`src/rtl/add_array_arbiter_pkg.sv`:
```
// Shared constants and state encoding for the add-array arbiter.
package add_array_arbiter_pkg;
    localparam int NCH_DEF = 3;
    localparam int W_DEF   = 8;
    localparam int TAG_W   = 2;

    typedef enum logic {
        EMPTY = 1'b0,
        FULL  = 1'b1
    } state_e;
endpackage

```
`src/rtl/add_array_arbiter_if.sv`:
```
// Requester operand channels plus the single output token port.
interface add_array_arbiter_if
    import add_array_arbiter_pkg::*;
#(
    parameter int NCH = NCH_DEF,
    parameter int W   = W_DEF
) ();
    logic [NCH-1:0][W-1:0] a_data;
    logic [NCH-1:0][W-1:0] b_data;
    logic [NCH-1:0]        a_send;
    logic [NCH-1:0]        b_send;
    logic [NCH-1:0]        a_ack;
    logic [NCH-1:0]        b_ack;
    logic [W-1:0]          out_data;
    logic [TAG_W-1:0]      out_tag;
    logic                  out_send;
    logic                  out_rdy;
    logic                  out_ack;
    logic [15:0]           out_count;
    logic [15:0]           grant_count;

    modport master (
        output a_data, b_data, a_send, b_send, out_rdy, out_ack,
        input  a_ack, b_ack, out_data, out_tag, out_send, out_count, grant_count
    );

    modport slave (
        input  a_data, b_data, a_send, b_send, out_rdy, out_ack,
        output a_ack, b_ack, out_data, out_tag, out_send, out_count, grant_count
    );
endinterface

```
`src/rtl/add_array_rr_pick.sv`:
```
// Rotating-priority search: first eligible channel strictly after ptr, wrapping.
module add_array_rr_pick
    import add_array_arbiter_pkg::*;
#(
    parameter int NCH = NCH_DEF
) (
    input  logic [NCH-1:0]   eligible_i,
    input  logic [TAG_W-1:0] ptr_i,
    output logic [TAG_W-1:0] grant_o,
    output logic             any_o
);
    logic [NCH-1:0][TAG_W-1:0] cand_idx;
    logic [NCH-1:0]            cand_ok;

    // Candidate gi sits at offset gi+1 from ptr; ptr < NCH so one subtract wraps it.
    for (genvar gi = 0; gi < NCH; gi++) begin : g_cand
        logic [TAG_W:0] sum_w;
        assign sum_w = {1'b0, ptr_i} + (TAG_W+1)'(gi + 1);
        assign cand_idx[gi] = (sum_w >= (TAG_W+1)'(NCH)) ? TAG_W'(sum_w - (TAG_W+1)'(NCH))
                                                          : TAG_W'(sum_w);
        assign cand_ok[gi] = eligible_i[cand_idx[gi]];
    end

    always_comb begin
        grant_o = '0;
        any_o   = 1'b0;
        for (int i = NCH - 1; i >= 0; i--) begin
            if (cand_ok[i]) begin
                grant_o = cand_idx[i];
                any_o   = 1'b1;
            end
        end
    end
endmodule

```
`src/rtl/add_array_arbiter.sv`:
```
// Round-robin arbiter feeding a shared adder into a one-entry output register.
module add_array_arbiter
    import add_array_arbiter_pkg::*;
#(
    parameter int NCH = NCH_DEF,
    parameter int W   = W_DEF
) (
    input  logic              CLK,
    input  logic              RESET,
    add_array_arbiter_if.slave bus
);
    state_e           state_q, state_d;
    logic [W-1:0]     data_q, data_d;
    logic [TAG_W-1:0] tag_q, tag_d;
    logic [TAG_W-1:0] ptr_q, ptr_d;
    logic [15:0]      gcnt_q, gcnt_d;

    logic [NCH-1:0]   eligible;
    logic [TAG_W-1:0] grant;
    logic             any_grant;
    logic             valid;
    logic             issue;
    logic             transfer;
    logic [W-1:0]     sel_sum;
    logic             unused_out_ack;

    assign unused_out_ack = bus.out_ack;
    assign eligible       = bus.a_send & bus.b_send;

    add_array_rr_pick #(.NCH(NCH)) u_pick (
        .eligible_i (eligible),
        .ptr_i      (ptr_q),
        .grant_o    (grant),
        .any_o      (any_grant)
    );

    assign valid    = (state_q == FULL);
    assign transfer = valid && bus.out_rdy;
    // Gated by RESET so no operand is consumed while the register is being cleared.
    assign issue    = any_grant && (!valid || bus.out_rdy) && !RESET;

    always_comb begin
        sel_sum = '0;
        for (int k = 0; k < NCH; k++) begin
            if (grant == TAG_W'(k)) begin
                sel_sum = bus.a_data[k] + bus.b_data[k];
            end
        end
    end

    always_ff @(posedge CLK or posedge RESET) begin
        if (RESET) begin
            state_q <= EMPTY;
        end else begin
            state_q <= state_d;
        end
    end

    always_comb begin
        state_d = state_q;
        case (state_q)
            EMPTY:   state_d = issue ? FULL : EMPTY;
            FULL:    state_d = (transfer && !issue) ? EMPTY : FULL;
            default: state_d = EMPTY;
        endcase
    end

    always_comb begin
        data_d = data_q;
        tag_d  = tag_q;
        ptr_d  = ptr_q;
        gcnt_d = gcnt_q;
        if (issue) begin
            data_d = sel_sum;
            tag_d  = grant;
            ptr_d  = grant;
            gcnt_d = gcnt_q + 16'd1;
        end
    end

    always_ff @(posedge CLK or posedge RESET) begin
        if (RESET) begin
            data_q <= '0;
            tag_q  <= '0;
            ptr_q  <= TAG_W'(NCH - 1);
            gcnt_q <= '0;
        end else begin
            data_q <= data_d;
            tag_q  <= tag_d;
            ptr_q  <= ptr_d;
            gcnt_q <= gcnt_d;
        end
    end

    for (genvar gi = 0; gi < NCH; gi++) begin : g_ack
        assign bus.a_ack[gi] = issue && (grant == TAG_W'(gi));
        assign bus.b_ack[gi] = issue && (grant == TAG_W'(gi));
    end

    always_comb begin
        bus.out_send    = transfer;
        bus.out_data    = data_q;
        bus.out_tag     = tag_q;
        bus.out_count   = 16'h0001;
        bus.grant_count = gcnt_q;
    end
endmodule

```
`src/flat_wrapper.sv`:
```
// flat-port wrapper written by rule: the top's interface ports become plain ports
module add_array_arbiter_flat import add_array_arbiter_pkg::*;
#(
    parameter int NCH = NCH_DEF,
    parameter int W   = W_DEF
)
  (CLK, RESET, bus_a_data, bus_b_data, bus_a_send, bus_b_send, bus_out_rdy, bus_out_ack, bus_a_ack, bus_b_ack, bus_out_data, bus_out_tag, bus_out_send, bus_out_count, bus_grant_count);
  add_array_arbiter_if #(.NCH(NCH), .W(W)) bus_i ();
  input  logic CLK;
  input  logic RESET;
  input wire logic [$bits(bus_i.a_data)-1:0] bus_a_data;
  input wire logic [$bits(bus_i.b_data)-1:0] bus_b_data;
  input wire logic [$bits(bus_i.a_send)-1:0] bus_a_send;
  input wire logic [$bits(bus_i.b_send)-1:0] bus_b_send;
  input wire logic [$bits(bus_i.out_rdy)-1:0] bus_out_rdy;
  input wire logic [$bits(bus_i.out_ack)-1:0] bus_out_ack;
  output wire logic [$bits(bus_i.a_ack)-1:0] bus_a_ack;
  output wire logic [$bits(bus_i.b_ack)-1:0] bus_b_ack;
  output wire logic [$bits(bus_i.out_data)-1:0] bus_out_data;
  output wire logic [$bits(bus_i.out_tag)-1:0] bus_out_tag;
  output wire logic [$bits(bus_i.out_send)-1:0] bus_out_send;
  output wire logic [$bits(bus_i.out_count)-1:0] bus_out_count;
  output wire logic [$bits(bus_i.grant_count)-1:0] bus_grant_count;
  assign bus_i.a_data = bus_a_data;
  assign bus_i.b_data = bus_b_data;
  assign bus_i.a_send = bus_a_send;
  assign bus_i.b_send = bus_b_send;
  assign bus_i.out_rdy = bus_out_rdy;
  assign bus_i.out_ack = bus_out_ack;
  assign bus_a_ack = bus_i.a_ack;
  assign bus_b_ack = bus_i.b_ack;
  assign bus_out_data = bus_i.out_data;
  assign bus_out_tag = bus_i.out_tag;
  assign bus_out_send = bus_i.out_send;
  assign bus_out_count = bus_i.out_count;
  assign bus_grant_count = bus_i.grant_count;
  add_array_arbiter #(.NCH(NCH), .W(W)) u_core (.CLK(CLK), .RESET(RESET), .bus(bus_i));
endmodule
```
`config.mk`:
```
export PLATFORM = sky130hd
export DESIGN_NAME = add_array_arbiter_flat
export DESIGN_NICKNAME = d
export VERILOG_FILES = /design/src/rtl/add_array_arbiter_pkg.sv /design/src/rtl/add_array_arbiter_if.sv /design/src/rtl/add_array_rr_pick.sv /design/src/rtl/add_array_arbiter.sv /design/src/flat_wrapper.sv
export SDC_FILE = /design/constraint.sdc
export NUM_CORES = 1
export LEC_CHECK = 0
export CAP_MARGIN = 15
export CORE_AREA = 10 10 92 94
export CTS_CLUSTER_DIAMETER = 100
export CTS_CLUSTER_SIZE = 12
export DETAILED_ROUTE_END_ITERATION = 8
export DIE_AREA = 0 0 102 104
export PLACE_DENSITY = 0.76
export REMOVE_ABC_BUFFERS = 1
export SLEW_MARGIN = 20
export SYNTH_ARGS = -nofsm -noshare
export SYNTH_HDL_FRONTEND = slang
export SYNTH_SLANG_ARGS = --single-unit
```
`constraint.sdc`:
```
create_clock -name CLK -period 3 [get_ports CLK]
set_input_delay 0.45 -clock CLK [delete_from_list [all_inputs] [get_ports CLK]]
set_output_delay 0.45 -clock CLK [all_outputs]
set_load 0.005 [all_outputs]
```
==> summary.md <==
| Metric | Value |
|---|---|
| Outcome | completed |
| Initial Utilization | about two fifths |
| GR Overflow Total | 0 |
| Synthesized area | 2580 sq um |
| First-pass GRT wire length | 11.4 mm |
| Post-layout util | between 50% and 60% |
| Hold_sp | u_core.bus.grant_count[15] |
| Final antenna-violating net count | 0 |
| Clk pin slew, worst setup/hold paths | 0.10 ns |
| Crit path DAT | about 2.4 ns |
| Reg2reg end | u_core.bus.out_data[7] |
| Total Nets Final | 468 |
| Hold Path Sink | u_core.bus.grant_count[15] |
| Initial antenna violation count | 0 |
| Final clock skew | 0.00460 ns |
| Vias in the first global route | 2447 |
| CTS Buf Count | 3 |
| Final hold vios | 0 |
| Main combinational cell family by area after synthesis | compound AO/OA/AOI/OAI gates |
| Clk Latency, worst-skew pair | approximately 0.28 ns |
| Vias | between 2000 and 2500 |
| Most frequent cells in the layout | clkdlybuf4s50_1, dfrtp_1, xnor2_1, ha_1, nand2_1 |
| Final worst path period need | ~2.9 ns |
| Critical path class | reg2out |
| Hold Path Depth | 1 |
| Die area | roughly 11000 sq um |
| Post-synthesis compound-gate area fraction | between 20% and 30% |
| Max_cap viols | 0 |
| Met1 Resource Use GR | between 10% and 20% |
| Max Clk Rate | approximately 0.35 GHz |
| Nature of the critical path endpoint | output pin |
| Chip Width | roughly 100 microns |
| Post-route cell area | around 3700 sq um |
| Dpl hpwl | slightly below 6 mm |
| Peak VDD IR | roughly 0.00021 V |
| All-Layer GR Usage | between 10% and 20% |
| Post-synthesis sequential area ratio | between 20% and 30% |
| Setup ws final | between 0.1 and 0.15 ns |
| Most common cell after layout, fill and taps aside | clkdlybuf4s50_1 |
| Area delta synth->final | 41.7% |
| Remaining DRCs | 0 |
| Synthesized-area fraction occupied by and/or/nand/nor cells | 16.7% |
| Largest net degree at the start of global routing | 24 |
| Number of synthesized flops with an enable pin | 0 |
| Share of flip-flops with an asynchronous set or reset | 100% |
| Main synth FF type | dfrtp_1 |
| Placer Congestion | 0.783 |
| H-tree levels | 1 |
| Setup WS pre-CTS | -0.119 ns |
| Critical Path Source Type | flop |
| Met3 Use GR | approximately 3.4% |
| Post-synthesis xor/xnor area fraction | 10.5% |
| Reg2Reg Depth | 10 |
| GR peak layer | met2 |
| Pwr dens | 607 nW/um^2 |
| Clock Sinks | 28 |
| Routed WL | approximately 7 mm |
| TritonCTS clock tree | built |
| Met2 global-route usage | a little under a quarter |
| Synth warnings | 0 |
| DR vias/cell | between 4 and 5 |
| Worst reg-to-reg setup slack | 0.26 ns |
| Synth Instances | about 280 |
| IO Pins | around 110 |
| Die H | approximately 100 microns |
| Syn Area/Cell | between 9 and 10 sq um |
| Pre-Repair DR Iteration Count | 4 |
| Leakage | between 1.5 and 2 nW |
| Adder-cell share of the synthesized area | roughly 14% |
| Final worst-path cycle share | a little over nine tenths |
| Share of post-route cells with drive strength above 1 | 12.1% |
| Routed len/inst | between 15 and 20 microns |
| ANT cells | 0 |
| Core box area | ~6700 sq um |
| Synth Register Bits | 28 |
| I/O Buffers | 89 |
| Final slew viol count | 0 |
| Worst R2R Start | u_core.ptr_q[1] |
| Max Buffers Root-to-Sink | 2 |
| Rows | 30 |
| Final setup viols | 0 |
| CP max FO | 5 |
| Required time worst endpoint | roughly 2.6 ns |
| Crit path launch | u_core.ptr_q[1] |
| Initial DRC Count | 94 |
| Placed Area | between 3000 and 4000 sq um |
| Worst Hold Class | reg2reg |
| Post-synthesis mux area share | less than 1% |
| Clock root buffer | clkbuf_8 |
| Netlist cell types | 54 |
## kinds of logic (layout without fill, tap and decap cells)
| kind of cell | count (synthesis) | count (layout) |
|---|---|---|
| fa+ha+maj | 28 | 28 |
| mux | 2 | 2 |
| simple gates | 79 | 79 |
| buf+inv | 39 | 124 |
| xor+xnor | 31 | 31 |
| flops | 28 | 28 |
| compound gates | 73 | 73 |
| other cells | 2 | 16 |
## critical path, stage by stage (launching register included)
cell and delay [ns]:
dfstp_2 0.55, inv_2 0.05, ha_4 0.22, buf_6 0.12
or2_4 0.23, a21oi_2 0.14, nor3_2 0.06, a211o_4 0.37
nor3_2 0.17, buf_4 0.14, buf_2 0.10
## routing by layer
| layer | vias to the layer above | part of all wire [%] |
|---|---|---|
| li1 | 1167 | - |
| met1 | 1066 | 42 |
| met2 | 68 | 52 |
| met3 | 0 | 6.6 |
| met4 | 0 | 0 |
| met5 | - | 0 |
## through the flow
| stage | instances | hold WS [ns] | total power [mW] | setup TNS (ns) |
|---|---|---|---|---|
| after floorplan | 270 | 0.468 | 1.24 | 0 |
| after global placement | 452 | 0.461 | 1.82 | -0.291 |
| after detailed placement | 452 | 0.466 | 1.86 | -0.540 |
| after CTS | 460 | 0.480 | 2.22 | 0 |
| after global routing | 461 | 0.494 | 2.39 | -0.0157 |
| final | 461 | 0.479 | 2.22 | 0 |
## Yosys cell counts, types with 2 or more instances
cell / count / area, sq um
ha_1: 25 / 313
buf_2: 3 / 15.0
nand3b_1: 2 / 15.0
o21ai_0: 13 / 65.1
nand4_1: 6 / 37.5
nand2_1: 20 / 75.1
nor2_1: 17 / 63.8
xor2_1: 7 / 61.3
o31a_1: 2 / 17.5
a22oi_1: 3 / 22.5
inv_1: 13 / 48.8
a21boi_0: 2 / 15.0
nor3_1: 7 / 35.0
nor2b_1: 3 / 18.8
o211ai_1: 3 / 22.5
a211oi_1: 3 / 22.5
o21a_1: 4 / 30.0
o22ai_1: 2 / 12.5
fa_1: 3 / 60.1
dfrtp_1: 27 / 676
buf_4: 21 / 158
conb_1: 2 / 7.51
xnor2_1: 24 / 210
and3_1: 2 / 12.5
a211o_1: 4 / 35.0
a21oi_1: 14 / 70.1
nand3_1: 11 / 55.1
buf_6: 2 / 22.5
a31oi_1: 4 / 25.0
a21o_1: 6 / 45.0
o21bai_1: 4 / 30.0
## layout make-up
class	instances	area, sq um
Clock buffer	3	41.3
Clock inverter	1	30.0
Fill cell	636	3030
Inverter	13	48.8
Multi-Input combinational cell	229	1720
Sequential cell	28	702
Tap cell	80	100
Timing Repair Buffer	107	1010
## power by group
group	internal, mW	total, mW	switching [mW]	leakage, nW
clock	0.179	0.301	0.123	0.0357
combinational	0.718	1.33	0.609	1.21
sequential	0.499	0.587	0.0880	0.349
## flip-flops by register name (all words and copies together) (netlist names)
| name | flops |
|---|---|
| u_core.bus.out_tag | 1 |
| u_core.bus.out_data | 8 |
| u_core.bus.grant_count | 16 |
| u_core.state_q | 1 |
| u_core.ptr_q | 2 |
## what timing repair did
action	in CTS	in global routing
hold buffers	0	0
pin swaps	5	6
setup buffers	4	1
resized for setup	19	9
endpoints found under the setup margin	6	6
## worst max path at each step
stage	slack, ns	depth (start not counted)	endpoint
3_3_place_gp	-0.08	8	bus_b_ack[0]
4_1_cts	0.002	10	bus_b_ack[1]
3_5_place_dp	-0.12	8	bus_a_ack[0]
2_1_floorplan	0.22	8	bus_a_ack[2]
6_report	0.11	10	bus_a_ack[1]
5_1_grt	-0.009	11	bus_a_ack[2]
Power figures use the tool's default switching activity.
